**src/rtl/ota_dec_pkg.sv**
```systemverilog
// Shared constants and width helper for the OTA comparator decimator.
// cnt_w is also used by the top-level readback mux.
package ota_dec_pkg;

    localparam int WIN_LOG2_DEF    = 8;
    localparam int SYNC_STAGES_DEF = 2;

    // A count must hold 0..2^win_log2 inclusive, so one bit more than the phase.
    function automatic int cnt_w(input int win_log2);
        return win_log2 + 1;
    endfunction

endpackage

```
**src/rtl/ota_sync_ff.sv**
```systemverilog
// Multi-flop synchronizer; the only point where cmp_in enters the clk domain.
module ota_sync_ff #(
    parameter int STAGES = 2
) (
    input  logic clk,
    input  logic rst,
    input  logic d_i,
    output logic q_o
);

    logic [STAGES-1:0] sync_q;

    always_ff @(posedge clk or posedge rst) begin
        if (rst) begin
            sync_q <= '0;
        end else begin
            sync_q <= {sync_q[STAGES-2:0], d_i};
        end
    end

    assign q_o = sync_q[STAGES-1];

endmodule

```
**src/rtl/ota_cmp_decimator.sv**
```systemverilog
// Counts ones and toggles of the synchronized comparator output over fixed
// windows of 2^WIN_LOG2 clocks and presents each result with valid/ack.
module ota_cmp_decimator
    import ota_dec_pkg::*;
#(
    parameter  int WIN_LOG2    = WIN_LOG2_DEF,
    parameter  int SYNC_STAGES = SYNC_STAGES_DEF,
    localparam int CNT_W       = cnt_w(WIN_LOG2)
) (
    input  logic             clk,
    input  logic             rst,
    input  logic             en,
    input  logic             cmp_in,
    input  logic             ack,
    output logic [CNT_W-1:0] ones_cnt,
    output logic [CNT_W-1:0] tog_cnt,
    output logic             valid,
    output logic             overrun,
    output logic             busy
);

    logic                sample;
    logic                prev_q;
    logic [WIN_LOG2-1:0] phase_q, phase_d;
    logic [CNT_W-1:0]    acc_ones_q, acc_ones_d;
    logic [CNT_W-1:0]    acc_tog_q, acc_tog_d;
    logic [CNT_W-1:0]    ones_q, ones_d;
    logic [CNT_W-1:0]    tog_q, tog_d;
    logic                valid_q, valid_d;
    logic                overrun_q, overrun_d;
    logic                term;
    logic                accept;
    logic [CNT_W-1:0]    ones_sum;
    logic [CNT_W-1:0]    tog_sum;

    ota_sync_ff #(
        .STAGES(SYNC_STAGES)
    ) u_sync (
        .clk(clk),
        .rst(rst),
        .d_i(cmp_in),
        .q_o(sample)
    );

    always_comb begin
        term      = en && (&phase_q);
        accept    = ack && valid_q;
        ones_sum  = acc_ones_q + CNT_W'(sample);
        tog_sum   = acc_tog_q + CNT_W'(sample ^ prev_q);

        // Dropping en discards the partial window; the wrap starts the next one gap-free.
        phase_d    = en ? phase_q + WIN_LOG2'(1) : '0;
        acc_ones_d = (en && !term) ? ones_sum : '0;
        acc_tog_d  = (en && !term) ? tog_sum : '0;

        ones_d    = term ? ones_sum : ones_q;
        tog_d     = term ? tog_sum : tog_q;
        valid_d   = term || (valid_q && !accept);

        overrun_d = overrun_q;
        if (term && valid_q && !ack) begin
            overrun_d = 1'b1;
        end else if (accept && !term) begin
            overrun_d = 1'b0;
        end
    end

    always_ff @(posedge clk or posedge rst) begin
        if (rst) begin
            prev_q     <= 1'b0;
            phase_q    <= '0;
            acc_ones_q <= '0;
            acc_tog_q  <= '0;
            ones_q     <= '0;
            tog_q      <= '0;
            valid_q    <= 1'b0;
            overrun_q  <= 1'b0;
        end else begin
            prev_q     <= sample;
            phase_q    <= phase_d;
            acc_ones_q <= acc_ones_d;
            acc_tog_q  <= acc_tog_d;
            ones_q     <= ones_d;
            tog_q      <= tog_d;
            valid_q    <= valid_d;
            overrun_q  <= overrun_d;
        end
    end

    assign ones_cnt = ones_q;
    assign tog_cnt  = tog_q;
    assign valid    = valid_q;
    assign overrun  = overrun_q;
    assign busy     = en;

endmodule

```
**config.mk**
```make
export PLATFORM = sky130hd
export DESIGN_NAME = ota_cmp_decimator
export DESIGN_NICKNAME = d
export VERILOG_FILES = /design/src/rtl/ota_dec_pkg.sv /design/src/rtl/ota_sync_ff.sv /design/src/rtl/ota_cmp_decimator.sv
export SDC_FILE = /design/constraint.sdc
export NUM_CORES = 1
export LEC_CHECK = 0
export CELL_PAD_IN_SITES_DETAIL_PLACEMENT = 1
export CELL_PAD_IN_SITES_GLOBAL_PLACEMENT = 1
export CORE_AREA = 2 2 71 73
export CTS_BUF_LIST = sky130_fd_sc_hd__clkbuf_2
export CTS_CLUSTER_DIAMETER = 30
export DETAILED_ROUTE_END_ITERATION = 10
export DIE_AREA = 0 0 73 75
export DONT_BUFFER_PORTS = 1
export HOLD_SLACK_MARGIN = 0.15
export PLACE_DENSITY_LB_ADDON = 0.25
export SETUP_SLACK_MARGIN = 0.02
export SYNTH_ARGS = -nofsm -noshare
export SYNTH_HDL_FRONTEND = slang
export SYNTH_HIERARCHICAL = 1
export SYNTH_SLANG_ARGS = --single-unit
```
**constraint.sdc**
```tcl
create_clock -name clk -period 1.45 [get_ports clk]
set_input_delay 0.2175 -clock clk [delete_from_list [all_inputs] [get_ports clk]]
set_output_delay 0.2175 -clock clk [all_outputs]
set_load 0.05 [all_outputs]
```
**Yosys cells after proc, flatten, opt, wreduce, memory -nomap -nowiden**

Index checks and enable logic that the tools add are counted.

- Add/sub/neg operators: 3
- Muxes and demuxes: 5
- Bitwise logic cells: 1
- Reduce and logical (&&, ||, !) cells: 13

Operators with widths:

| cell | number |
|---|---|
| $add A9 B1 Y9 | 2 |
| $mux W9 | 2 |
| $add A8 B1 Y8 const B | 1 |
| $mux W8 | 1 |
| $reduce_and A8 Y1 | 1 |
| $logic_and A1 B1 Y1 | 7 |
| $logic_not A1 Y1 | 3 |
| $mux W1 | 2 |
| $reduce_bool A2 Y1 | 1 |
| $logic_or A1 B1 Y1 | 1 |
| $xor A1 B1 Y1 | 1 |

- Bits in registers: 49
- Bits of input ports: 5
- Output and inout bits: 21
- Logic and storage cells: 31

**Depth between registers and ports, before layout**

- Depth after elaboration: 6
- Depth in mapped cells: 6
- Depth with buffers taken out: 6

**By module**

The synthesis kept the hierarchy.

Modules (own cells, without submodules):

| module | instances | cells each | area an instance (sq um) | seq. area each (sq um) |
|---|---|---|---|---|
| ota_cmp_decimator | 1 | 188 | 2,024.4 | 1,176.1 |
| ota_sync_ff | 1 | 3 | 53.8 | 50.0 |

**Worst setup path before layout**

Ideal clock, no wire load.

- Kind: register to register
- From: register u_sync.sync_q[1]
- To: register ones_q[8], in the netlist ones_cnt[8]
- Setup time: 0.082 ns
- Arrival: 1.513 ns
- Required time: 1.368 ns
- Path slack: -0.145 ns
- Cell stages (with the launch flop): 6
- Path buffers: 0
- Period minus slack after synthesis: 1.595 ns
- Path through: dfrtp_1 ha_1 ha_1 inv_1 or4_1 a31oi_1

- Longest elaborated chain between the ends: 1

Ends and longest elaborated chain:

| what | line | text |
|---|---|---|
| start: declaration | ota_sync_ff.sv:11 | `logic [STAGES-1:0] sync_q;` |
| start signal: assignment | ota_sync_ff.sv:17 | `sync_q <= {sync_q[STAGES-2:0], d_i};` |
| $add A9 B1 Y9 | ota_cmp_decimator.sv:48 | `ones_sum = acc_ones_q + CNT_W'(sample);` |
| end signal: assignment | ota_cmp_decimator.sv:83 | `ones_q <= ones_d;` |
| end: declaration | ota_cmp_decimator.sv:27 | `logic [CNT_W-1:0] ones_q, ones_d;` |

Every way passes these cells.
A chain may end at the register's enable or synchronous reset.

**Worst setup path in the final report**

- From: register prev_q
- To: register tog_q[7], in the netlist tog_cnt[7]

- Longest elaborated chain between the ends: 2

Ends and longest elaborated chain:

| what | line | text |
|---|---|---|
| start: declaration | ota_cmp_decimator.sv:23 | `logic prev_q;` |
| start signal: assignment | ota_cmp_decimator.sv:79 | `prev_q <= sample;` |
| $xor A1 B1 Y1 | ota_cmp_decimator.sv:49 | `tog_sum = acc_tog_q + CNT_W'(sample ^ prev_q);` |
| $add A9 B1 Y9 | ota_cmp_decimator.sv:49 |  |
| end signal: assignment | ota_cmp_decimator.sv:84 | `tog_q <= tog_d;` |
| end: declaration | ota_cmp_decimator.sv:28 | `logic [CNT_W-1:0] tog_q, tog_d;` |

Every way passes these cells.

==> out/results.tsv <==
metric	value	unit
core box area	4660	sq um
Power per Cell Area	758	nW/um^2
Synthesis Warnings	6	
synth unique cells	28	
Detailed Route Iter0 Violations	80	
PnR worst setup slack	-0.249	ns
Slew HR	66.3	%
share of cells above drive strength 1	45.3	%
Post-Syn Nets	201	
diode count	0	
Die X	73	um
Clock Pin Slew Worst Setup and Hold Paths	0.27	ns
Storage cell area	1240	sq um
die area	5480	sq um
worst r2r dst	tog_cnt[7]	
worst skew pair latency	0.47	ns
Post-DP HPWL	3480	um
syn avg cell area	10.9	sq um
# fillers	470	
clock share of power	26.1	%
port bufs	0	
Worst Setup EP	tog_cnt[7]	
Synth Register Bits	49	
total gr overflow	0	
CTS tree	done	
fin crit period	1.70	ns
number of CTS-inserted buffers	5	
CP endpoint kind	flop	
Clock Root Buffer	clkbuf_2	
Seq pwr share	63.4	%
Setup Crit Path Kind	flop to flop	
DRC viols	0	
worst flop-to-flop path startpoint	prev_q	
CP required	1.86	ns
P_int	1630	uW
Top FF cell, synth	dfrtp_1	
Non-Filler Instances	290	
register-to-register setup slack	-0.25	ns
final wirelength	6260	um
Register-to-Register Path Depth	6	
top-area cell type share of the netlist area	59.0	%
Inst Count DP	265	
H-tree Lvls	2	
fmax	589	MHz
Worst Skew	0.0360	ns
nets	245	
Synth top cells by count	dfrtp_1 (49), a21oi_1 (32), nor2_1 (15)	
multi-input logic area	1130	sq um
Post-synth ARST share	100	%
sequential share of the synthesized area	59.0	%
FP Rows	25	
vias in the first global route	1788	
crit path launch	prev_q	
clk sinks	49	
Hold Slack	0.183	ns
critical path fanouts, max	4	
synthesis-to-finish area growth	41.9	%
initial antenna violation count	0	
Slew @ Worst Pin	0.506	ns
First-pass DRT Iterations	4	
Net Sw Frac	27.2	%
Synth area leader	dfrtp_1	
Hold Path Origin	en	
Max VDD drop	461	uV
Worst EP arrival	2.11	ns
Die Span Y	75	um
via count	1719	
drt via density	5.93	
RSZ-0062 raised after global routing	yes	
ranking of synthesized cells by area	dfrtp_1 (59%), a21oi_1 (7.7%), ha_1 (3.0%)	
most frequent cell after synthesis	dfrtp_1	
Synth Instances	191	
RD Place Congestion	0.840	
min-delay worst type	input port to flop	
Logic pwr share	10.4	%
Final Core Density	63.3	%
global-route wire length before repair	9000	um
Psw	609	uW
EDFF count, synth	0	
Final Hold Vio Count	0	
status	finished, violations left	
failing checks	negative setup slack	
Longest Clk Path Bufs	2	
GRT Total Usage	22.2	%
initial core utilization	44.6	%
Startpoint Class	flop	
largest net degree at the start of global routing	48	
Synth Cell Area	2080	sq um
IO Pins	26	
Lkg Pwr	0.00126	uW
DR WL/cell	21.6	um
max cap viols	0	
Setup-failing EPs final	21	
Final Max Tran Viols	0	
Tcrit/Tclk final	117	%
post-route ant nets	0	
Setup WS pre-CTS	-0.204	ns
## power by group through the flow
stage / sequential, uW / clock [uW] / combinational (uW)
global placement: 1440 / 0 / 159
CTS: 1420 / 600 / 208
detailed placement: 1440 / 0 / 167
finish: 1420 / 584 / 233
global route: 1420 / 644 / 257
floorplan: 1440 / 0 / 104
## cell families after synthesis
kind of cell | Yosys count | synth area share (%)
compound gates | 54 | 14.1
xor+xnor | 10 | 4.21
fa+ha+maj | 5 | 3.01
buf+inv | 16 | 3.49
flops | 49 | 59.0
mux | 4 | 2.17
simple gates | 53 | 14.0
## cells in the final DEF (no fill, tap or decap), drive strengths merged, types with 3 or more instances in the layout
cell type,Yosys,layout
dfrtp,49,49
buf,5,39
a21oi,32,32
nor2,15,15
nand3,11,11
o21ai,10,10
or3,9,9
a31oi,9,9
nand2,8,8
inv,8,7
xor2,7,7
clkbuf,2,5
dlygate4sd3,0,5
ha,5,5
clkinv,1,5
mux2,4,4
nand4,3,3
xnor2,3,3
## routing by layer
metal | vias up | global-route usage [%] | part of all wire, % | wire length, um
met5 | - | 0 | 0 | 0
li1 | 764 | - | - | -
met1 | 897 | 26.1 | 41 | 2550
met4 | 0 | 8.64 | 2.3 | 146
met3 | 13 | 5.49 | 3.6 | 226
met2 | 45 | 39.3 | 53 | 3330
## worst min-delay path by stage
stage                       end  slack [ns]  depth (start not counted)
5_1_grt              tog_cnt[7]        0.17                          3
4_1_cts             ones_cnt[4]        0.18                          3
2_1_floorplan  u_sync/sync_q[0]       -0.04                          1
3_5_place_dp   u_sync/sync_q[0]       -0.03                          1
3_3_place_gp   u_sync/sync_q[0]       -0.03                          1
6_report             tog_cnt[8]        0.18                          3
## flip-flops by register name, indices dropped and copies added (netlist names)
register / count
acc_ones_q: 9
acc_tog_q: 9
ones_cnt: 9
overrun: 1
phase_q: 8
prev_q: 1
tog_cnt: 9
u_sync/sync_q: 2
valid: 1
## layout make-up
cell class              instances  area share, %
flip-flops and latches         49           41.9
multi-input cells             126           38.4
repair buffers                 44           14.5
well taps                      54           2.29
inverters                       9           1.23
clock buffers                   5          0.849
clock inverters                 3          0.764
## worst max-delay path, cell delays in order (launching register included)
cell,delay [ns]
dfrtp_1,0.44
xor2_1,0.17
ha_2,0.24
buf_4,0.13
nand2_4,0.06
or4_4,0.45
a31oi_1,0.14
## per-stage QoR
| step | power (uW) | TNS, ns | area (sq um) |
|---|---|---|---|
| after floorplan | 1540 | -0.611 | 2150 |
| after global placement | 1600 | -1.61 | 2410 |
| after detailed placement | 1610 | -3.12 | 2410 |
| after CTS | 2230 | -2.11 | 2700 |
| after global routing | 2320 | -4.23 | 2950 |
| final | 2240 | -2.58 | 2950 |
## timing repair
action,in CTS,in global routing
endpoints found under the hold margin,78,0
hold buffers,5,0
gates resized for setup,28,44
setup buffers,7,8
endpoints found under the setup margin,30,42
pin swaps,16,22
Power figures use the tool's default switching activity.
